**src/rtl/line_merge_buffer_pkg.sv**
```systemverilog
// Shared sizes, FSM states and helpers for the line merge buffer.
// Imported by the interface, the top and the testbench.
package line_merge_buffer_pkg;

  localparam int WORD_W  = 32;
  localparam int WORDS   = 32;
  localparam int LADDR_W = 25;
  localparam int IDX_W   = 5;

  typedef enum logic [1:0] {
    S_IDLE  = 2'd0,
    S_MERGE = 2'd1,
    S_DRAIN = 2'd2
  } state_e;

  // True when exactly one bit of the mask is set.
  function automatic logic one_hot(
    input logic [WORDS-1:0] m
  );
    logic [WORDS-1:0] lsb;
    lsb = {{(WORDS-1){1'b0}}, 1'b1};
    return (m != '0) && ((m & (m - lsb)) == '0);
  endfunction

endpackage

```
**src/rtl/line_merge_buffer_if.sv**
```systemverilog
// Store-side and drain-side handshake bundle of the merge buffer.
// slave: the buffer itself; master: the store/memory side driving it.
interface line_merge_buffer_if;
  import line_merge_buffer_pkg::*;

  logic               st_valid;
  logic               st_ready;
  logic [LADDR_W-1:0] st_laddr;
  logic [WORDS-1:0]   st_wsel;
  logic [WORD_W-1:0]  st_data;
  logic               flush;

  logic               mem_valid;
  logic               mem_ready;
  logic [LADDR_W-1:0] mem_laddr;
  logic [IDX_W-1:0]   mem_idx;
  logic [WORD_W-1:0]  mem_data;
  logic               mem_last;

  logic               busy;
  logic [WORDS-1:0]   dirty_mask;

  modport slave (
    input  st_valid, st_laddr, st_wsel,
    input  st_data, flush, mem_ready,
    output st_ready, mem_valid, mem_laddr,
    output mem_idx, mem_data, mem_last,
    output busy, dirty_mask
  );

  modport master (
    output st_valid, st_laddr, st_wsel,
    output st_data, flush, mem_ready,
    input  st_ready, mem_valid, mem_laddr,
    input  mem_idx, mem_data, mem_last,
    input  busy, dirty_mask
  );

endinterface

```
**src/rtl/line_merge_buffer_prio_enc32to5.sv**
```systemverilog
// Lowest-set-bit priority encoder: 32-bit mask in, 5-bit index out.
// Ports: i_mask (mask), o_idx (lowest set bit), o_none (mask empty).
module prio_enc32to5 (
  input  logic [31:0] i_mask,
  output logic [4:0]  o_idx,
  output logic        o_none
);

  // Scanning downward leaves the lowest set bit as the winner.
  always_comb begin
    o_idx  = '0;
    o_none = (i_mask == '0);
    for (int i = 31; i >= 0; i--) begin
      if (i_mask[i]) o_idx = 5'(i);
    end
  end

endmodule

```
**src/rtl/line_merge_buffer.sv**
```systemverilog
// Merges CPU stores into one held line, drains dirty words in index order.
// Ports: clk, reset (async, active-high), bus (slave side of the bundle).
module line_merge_buffer
  import line_merge_buffer_pkg::*;
(
  input  logic                clk,
  input  logic                reset,
  line_merge_buffer_if.slave  bus
);

  state_e             r_state;
  state_e             w_next;
  logic [LADDR_W-1:0] r_laddr;
  logic [WORD_W-1:0]  r_words [WORDS];
  logic [WORDS-1:0]   r_dirty;
  logic [WORDS-1:0]   w_dirty_nxt;
  logic [WORDS-1:0]   w_we;
  logic [WORDS-1:0]   w_clr;
  logic [IDX_W-1:0]   w_idx;
  logic               w_none;
  logic               w_match;
  logic               w_st_ready;
  logic               w_st_fire;
  logic               w_drain;
  logic               w_beat;
  logic               w_last;

  prio_enc32to5 u_prio (
    .i_mask (r_dirty),
    .o_idx  (w_idx),
    .o_none (w_none)
  );

  assign w_match    = (bus.st_laddr == r_laddr);
  assign w_drain    = (r_state == S_DRAIN);
  assign w_st_ready = (r_state == S_IDLE) |
                      ((r_state == S_MERGE) & w_match);
  assign w_st_fire  = bus.st_valid & w_st_ready;
  // Word write enables: decoder select gated by acceptance.
  assign w_we       = w_st_fire ? bus.st_wsel : '0;
  assign w_beat     = w_drain & ~w_none & bus.mem_ready;
  assign w_last     = one_hot(r_dirty);
  assign w_clr      = {{(WORDS-1){1'b0}}, 1'b1} << w_idx;

  always_comb begin
    w_next      = r_state;
    w_dirty_nxt = r_dirty;
    unique case (r_state)
      S_IDLE: begin
        if (w_we != '0) begin
          w_next      = S_MERGE;
          w_dirty_nxt = w_we;
        end
      end
      S_MERGE: begin
        // A same-cycle matching store is merged before draining.
        w_dirty_nxt = r_dirty | w_we;
        if (bus.flush || (bus.st_valid && !w_match))
          w_next = S_DRAIN;
      end
      S_DRAIN: begin
        if (w_beat) begin
          w_dirty_nxt = r_dirty & ~w_clr;
          if (w_last) w_next = S_IDLE;
        end
      end
      default: begin
        w_next      = S_IDLE;
        w_dirty_nxt = '0;
      end
    endcase
  end

  always_ff @(posedge clk or posedge reset) begin
    if (reset) begin
      r_state <= S_IDLE;
      r_dirty <= '0;
    end else begin
      r_state <= w_next;
      r_dirty <= w_dirty_nxt;
    end
  end

  // Line payload and address carry no reset; dirty bits qualify them.
  always_ff @(posedge clk) begin
    if ((r_state == S_IDLE) && (w_we != '0))
      r_laddr <= bus.st_laddr;
    for (int i = 0; i < WORDS; i++) begin
      if (w_we[i]) r_words[i] <= bus.st_data;
    end
  end

  assign bus.st_ready   = w_st_ready;
  assign bus.mem_valid  = w_drain & ~w_none;
  assign bus.mem_laddr  = r_laddr;
  assign bus.mem_idx    = w_idx;
  assign bus.mem_data   = r_words[w_idx];
  assign bus.mem_last   = w_drain & w_last;
  assign bus.busy       = (r_state != S_IDLE);
  assign bus.dirty_mask = r_dirty;

endmodule
```
**src/flat_wrapper.sv**
```systemverilog
// flat-port wrapper written by rule: the top's interface ports become plain ports
module line_merge_buffer_flat import line_merge_buffer_pkg::*;
  (clk, reset, bus_st_valid, bus_st_laddr, bus_st_wsel, bus_st_data, bus_flush, bus_mem_ready, bus_st_ready, bus_mem_valid, bus_mem_laddr, bus_mem_idx, bus_mem_data, bus_mem_last, bus_busy, bus_dirty_mask);
  line_merge_buffer_if bus_i ();
  input  logic clk;
  input  logic reset;
  input wire logic [$bits(bus_i.st_valid)-1:0] bus_st_valid;
  input wire logic [$bits(bus_i.st_laddr)-1:0] bus_st_laddr;
  input wire logic [$bits(bus_i.st_wsel)-1:0] bus_st_wsel;
  input wire logic [$bits(bus_i.st_data)-1:0] bus_st_data;
  input wire logic [$bits(bus_i.flush)-1:0] bus_flush;
  input wire logic [$bits(bus_i.mem_ready)-1:0] bus_mem_ready;
  output wire logic [$bits(bus_i.st_ready)-1:0] bus_st_ready;
  output wire logic [$bits(bus_i.mem_valid)-1:0] bus_mem_valid;
  output wire logic [$bits(bus_i.mem_laddr)-1:0] bus_mem_laddr;
  output wire logic [$bits(bus_i.mem_idx)-1:0] bus_mem_idx;
  output wire logic [$bits(bus_i.mem_data)-1:0] bus_mem_data;
  output wire logic [$bits(bus_i.mem_last)-1:0] bus_mem_last;
  output wire logic [$bits(bus_i.busy)-1:0] bus_busy;
  output wire logic [$bits(bus_i.dirty_mask)-1:0] bus_dirty_mask;
  assign bus_i.st_valid = bus_st_valid;
  assign bus_i.st_laddr = bus_st_laddr;
  assign bus_i.st_wsel = bus_st_wsel;
  assign bus_i.st_data = bus_st_data;
  assign bus_i.flush = bus_flush;
  assign bus_i.mem_ready = bus_mem_ready;
  assign bus_st_ready = bus_i.st_ready;
  assign bus_mem_valid = bus_i.mem_valid;
  assign bus_mem_laddr = bus_i.mem_laddr;
  assign bus_mem_idx = bus_i.mem_idx;
  assign bus_mem_data = bus_i.mem_data;
  assign bus_mem_last = bus_i.mem_last;
  assign bus_busy = bus_i.busy;
  assign bus_dirty_mask = bus_i.dirty_mask;
  line_merge_buffer u_core (.clk(clk), .reset(reset), .bus(bus_i));
endmodule
```
**config.mk**
```make
export PLATFORM = sky130hd
export DESIGN_NAME = line_merge_buffer_flat
export DESIGN_NICKNAME = d
export VERILOG_FILES = /design/src/rtl/line_merge_buffer_pkg.sv /design/src/rtl/line_merge_buffer_if.sv /design/src/rtl/line_merge_buffer_prio_enc32to5.sv /design/src/rtl/line_merge_buffer.sv /design/src/flat_wrapper.sv
export SDC_FILE = /design/constraint.sdc
export NUM_CORES = 1
export LEC_CHECK = 0
export BUFFER_PORTS_ARGS = -buffer_cell sky130_fd_sc_hd__buf_4
export CAP_MARGIN = 0
export CORE_UTILIZATION = 30
export CTS_CLUSTER_DIAMETER = 200
export DETAILED_ROUTE_END_ITERATION = 8
export SLEW_MARGIN = 5
export SYNTH_ARGS = -nofsm -noshare
export SYNTH_HDL_FRONTEND = slang
export SYNTH_HIERARCHICAL = 1
export SYNTH_SLANG_ARGS = --single-unit
```
**constraint.sdc**
```tcl
create_clock -name clk -period 4.55 [get_ports clk]
set_clock_uncertainty 0.2 [all_clocks]
set_input_delay 0.455 -clock clk [delete_from_list [all_inputs] [get_ports clk]]
set_output_delay 0.455 -clock clk [all_outputs]
set_load 0.02 [all_outputs]
```
# ---- Yosys cells after proc, flatten, opt, wreduce, memory -nomap -nowiden
# Memories as Yosys holds them, arrays and structs flattened.
# Index checks and enable logic that the tools add are counted.
dict set report totals {
  ramBits 1024
  mem_bits_ro 0
  mem_count 1
  wordCells 142
  in_bits 94
  latchBits 0
  reg_bits 59
}
# memory words width rd rd_clocked_by_memory_dff wr line
set memory_table {}
lappend memory_table {u_core.r_words 32 32 1 0 32 line_merge_buffer.sv:14} ;# logic [WORD_W-1:0] r_words [WORDS];
dict set report op_classes {
  n_mux 105
  n_addsub 1
  div 0
  n_shift 1
  n_bitwise 11
  order_cmp 0
  n_reduce_logical 13
  multipliers 0
  eq_ne 7
}
# op count
set ops {}
lappend ops {{$mux W5} 32}
lappend ops {{$mux W32} 3}
lappend ops {{$pmux W32 S3} 1}
lappend ops {{$and A32 B32 Y32} 2}
lappend ops {{$logic_not A32 Y1} 2}
lappend ops {{$mux W1} 64}
lappend ops {{$reduce_bool A32 Y1} 2}
lappend ops {{$not A32 Y32} 1}
lappend ops {{$or A32 B32 Y32} 1}
lappend ops {{$shl A1 B5 Y32 const A} 1}
lappend ops {{$sub A32 B1 Y32 const B} 1}
lappend ops {{$eq A25 B25 Y1} 1}
lappend ops {{$mux W2} 4}
lappend ops {{$ne A2 B2 Y1 const B} 4}
lappend ops {{$pmux W2 S3} 1}
lappend ops {{$and A1 B1 Y1} 5}
lappend ops {{$reduce_and A4 Y1} 1}
lappend ops {{$logic_and A1 B1 Y1} 3}
lappend ops {{$eq A2 B1 Y1 const B} 1}
lappend ops {{$eq A2 B2 Y1 const B} 1}
lappend ops {{$logic_not A2 Y1} 1}
lappend ops {{$reduce_and A2 Y1} 1}
lappend ops {{$reduce_bool A2 Y1} 1}
lappend ops {{$logic_not A1 Y1} 1}
lappend ops {{other kinds (3)} 3}

# ---- Depth between registers and ports, before layout
dict set report depth {
  depth_word 37
  ltp_mapped 13
  mapped_depth_nobuf 10
}

# ---- By module
# Netlist, hierarchy kept.
# mod instances seq_area_each_um2 cells_each area_each_um2
set by_module_without_submodules {}
lappend by_module_without_submodules {line_merge_buffer 1 32351.0 1805 42080.4}
lappend by_module_without_submodules {prio_enc32to5 1 0.0 65 385.4}

# ---- Least setup slack after synthesis
# Ideal clock, no wire load.
dict set report synth_path {
  kind {reg2out}
  from {reg u_core.r_dirty[30] (netlist: u_core/bus.dirty_mask[30])}
  to {out bus_mem_data[0]}
  stages_incl_launch_ff 12
  n_path_buf 3
  path_slack_ns -0.211
  required_ns 3.895
  arrival_time_ns 4.106
  cell_sequence {dfrtp_1 > nor3b_2 > nor3_1 > o31ai_1 > o2111ai_1 > a221oi_1 > clkbuf_1 > buf_2 > buf_1 > mux4_2 > mux4_2 > mux2_2}
}
dict set report synth_between {
  elab_chain_cells 32
}
# element line
set synth_rtl {}
lappend synth_rtl {{start: declaration} line_merge_buffer.sv:15} ;# logic [WORDS-1:0] r_dirty;
lappend synth_rtl {{start signal: assignment} line_merge_buffer.sv:80} ;# r_dirty <= w_dirty_nxt;
lappend synth_rtl {{$mux W5 (31 in a row)} line_merge_buffer_prio_enc32to5.sv:14} ;# if (i_mask[i]) o_idx = 5'(i);
lappend synth_rtl {{via bus_mem_idx[0]} flat_wrapper.sv:16} ;# output wire logic [$bits(bus_i.mem_idx)-1:0] bus_mem_idx;
lappend synth_rtl {{$mem_v2 Z32 W32} --}
lappend synth_rtl {{end: declaration} flat_wrapper.sv:17} ;# output wire logic [$bits(bus_i.mem_data)-1:0] bus_mem_data;
# The timed path passes the listed nets, and every way through them passes these cells.

# ---- Worst setup path after layout
dict set report layout_path {
  from {reg u_core.r_dirty[28] (netlist: u_core/bus.dirty_mask[28])}
  to {out bus_mem_data[9]}
}
dict set report layout_between {
  elab_chain_cells 30
}
# element line
set layout_rtl {}
lappend layout_rtl {{$mux W5 (29 in a row)} line_merge_buffer_prio_enc32to5.sv:14}
lappend layout_rtl {{$mem_v2 Z32 W32} --}
# No other way between the ends.

==> impl_metrics.ini <==
[global_route]
grt_pass1_wl_mm = 166
grt_max_degree = 64
grt.overflow.total = 0
grt_pass1_vias = 22600
antenna_found_initial = 5
grt_use_total = 0.162

[sta]
relSlewSlack = 0.477
hold_viol = 0
rsz0062_at_grt = true
maxSlewViolCount = 0
setup_viol = 32
clock.fmax_mhz = 202
period_share = 1.09
fin_crit_ns = 4.95
fin_tns_setup_ns = -10.46
worstMarginPinSlew_ns = 0.777
fin_ws_ns = -0.403

[synthesis]
synth_area_leader_cell = edfxtp_1
synthAdderAreaFrac = 0.000471
synthMuxAreaShare = 0.178
avgSynthCellArea_sq_um = 22.7
synth_area_sq_mm = 0.0425
synth-compound-area-share = 0.0192
yosys-top-cells-area = edfxtp_1 (74%), mux4_2 (17%), dfrtp_1 (2.0%), mux2_2 (0.85%), a22o_1 (0.66%)
ys_types = 57
syn_nets = 1964
yosysWarnings = 6
synthCells = 1870
async_flop_share = 0.0314
yosys.area_share.xor_xnor = 0.00516
synth-edff-count = 1049
synth-simple-area-share = 0.0258
synth_top_family_by_area = multiplexers
synth-seq-area-share = 0.762
ys_ff_latch = 1083
yosysTopAreaCellShare = 0.742
synth_ff_type = edfxtp_1

[clock_tree]
cts-root-buf = clkbuf_16
cts_sinks = 1083
worstSkewPairLatency_ns = 0.69
cts_buffers = 108
ctsHtreeMaxLevel = 3
cts_tree = yes
clockBufferDepth = 3
clk_pin_slew_ns = 0.06

[finish]
syn_to_final_growth_pct = 25.6
fill_cells = 12500
final_cells = 4316
seqCellArea_sq_mm = 0.0324
multiInputGateArea_sq_mm = 0.00994
nets = 2444
fin_util = 0.381
drive_gt1_frac = 0.381

[floorplanning]
start_util = 0.303
die_h_um = 378
die_area_sq_mm = 0.143
die_width_um = 378
rows = 137
core_sq_mm = 0.140
ios = 192

[drt]
drc = 0
wl_per_cell_um = 27.7
drt-total-wl_mm = 120
vias = 22200
ant_nets = 0
drt_pass1_iterations = 5
drtIter0Drc = 2194
viasPerCell = 5.13

[power]
finalPower_mw = 42.2
peakVddDrop_uv = 524
p_leak_nw = 17.3
power.density_mw_per_mm2 = 791

[worst_setup_path]
required_ns = 3.89
arrival_ns = 4.30
cp_max_fo = 7
cp_num_buf_inv = 5
cp-end-kind = primary output
path_cells = nor3b_2 > nor3_1 > o31ai_1 > o2111ai_2 > a221oi_4 > buf_12 > buf_4 > clkbuf_16 > clkbuf_16 > mux4_2 > mux4_2 > mux2_4 > buf_4
cp_top_family = multiplexers
startpoint = u_core/bus.dirty_mask[28]
start_kind = flip-flop
slowest_stage = mux4_2
r2r-start = u_core/bus.mem_laddr[0]
critical_path_class = flip-flop to primary output
slowest_delay_ns = 0.51

[min_path]
hold_class = input port to flip-flop
hold_path.startpoint = bus_mem_ready

[placement]
dpl.hpwl_mm = 63.4
dp.cells = 3963
port_buffers = 191
gp_congestion = 0.814

[run]
drv_cap = 0

[outcome]
status = finished, violations left
violations = setup timing
[worst min-delay path: stages]
cell and delay, ns:
buf_4 0.11, nand2b_1 0.12, nand3b_1 0.12, o21ai_1 0.07, o31ai_1 0.06
[power by group]
part           internal, mW  switching, mW  total (mW)
Clock                  4.97           3.74        8.70
Combinational          11.2           9.90        21.1
Sequential             12.0          0.334        12.4
Total                  28.2           14.0        42.2
[cell usage in the layout, fill, tap and decap left out, types with 10 or more instances in the layout]
cell type,n
edfxtp_1,1049
mux4_2,320
buf_4,243
clkbuf_16,129
dlygate4sd3_1,93
buf_12,57
nand2_1,43
o21ai_0,33
clkbuf_1,32
a22o_1,32
and2_2,32
buf_6,31
dfrtp_1,31
mux2_4,26
nor4_1,24
clkinv_1,20
nor2_1,20
buf_16,18
clkinv_2,14
xnor2_1,14
nor3_1,14
nand4_1,13
xor2_1,11
inv_1,10
[area by class of cell]
class,count,area share
Antenna cell,3,0.000141
Tap cell,1876,0.0440
Inverter,10,0.000704
Clock inverter,52,0.00969
Timing Repair Buffer,462,0.0979
Sequential cell,1083,0.606
Clock buffer,145,0.0548
Multi-Input combinational cell,685,0.186
[cells in the mapped netlist (all sizes together) (2+ instances only)]
cell type / number
edfxtp: 1049
mux4: 320
clkbuf: 61
nand2: 43
o21ai: 41
and2: 34
dfrtp: 34
a22o: 32
mux2: 32
buf: 31
nor4: 24
nor2: 22
nor3: 16
xnor2: 14
nand4: 13
xor2: 11
inv: 10
or4: 10
a21oi: 9
o31ai: 6
a2111oi: 5
nand3: 5
nand3b: 5
or3: 5
a22oi: 4
a31oi: 4
nand2b: 4
o211ai: 3
or2: 3
a21o: 2
maj3: 2
nor3b: 2
o2111ai: 2
[sequential cells by signal, indices dropped and copies added (netlist names)]
register,cells
u_core/r_words,1024
u_core/bus.mem_laddr,25
u_core/r_state,2
u_core/bus.dirty_mask,32
[final timing paths]
path | to | depth (start not counted) | slack, ns
min in group asynchronous | u_core/bus.dirty_mask[21] | 4 | 0.30
hold / removal | u_core/r_state[1] | 5 | 0.1
setup / recovery | bus_mem_data[9] | 13 | -0.40
hold reg to reg | u_core/bus.dirty_mask[11] | 1 | 0.39
max in group asynchronous | u_core/bus.dirty_mask[3] | 4 | 3.47
setup reg to reg | u_core/r_words[7][8] | 8 | 0.82
[what timing repair did]
action,CTS,global route
hold endpoints to repair,1117,0
gates cloned,6,21
buffers inserted,10,23
setup endpoints to repair,32,32
hold buffers,93,0
pin swaps,5,6
resized for setup,62,48
[routing by layer]
layer  GRT usage  up-vias  wire [um]  part of all wire
li1            -     9029          -                 -
met1       0.214    12100      48400              0.40
met2       0.277      904      60700              0.51
met3      0.0255      172       7910             0.066
met4      0.0404        2       2550             0.021
met5           0        -         12           0.00010
[stage by stage]
stage | hold WS [ns] | instance area, sq um | worst slack, ns
2_1_floorplan | 0.292 | 42500 | -0.0000222
3_3_place_gp | 0.335 | 47600 | -0.0268
3_5_place_dp | 0.371 | 47600 | 0.0178
4_1_cts | 0.0485 | 52500 | -0.529
5_1_grt | 0.140 | 53300 | -0.479
6_report | 0.0952 | 53400 | -0.403
[kinds of logic after synthesis]
| family | after synthesis |
|---|---|
| flops | 1083 |
| mux | 352 |
| simple gates | 191 |
| compound gates | 115 |
| buf+inv | 102 |
| xor+xnor | 25 |
| fa+ha+maj | 2 |
(Power assumes the default switching activity.)
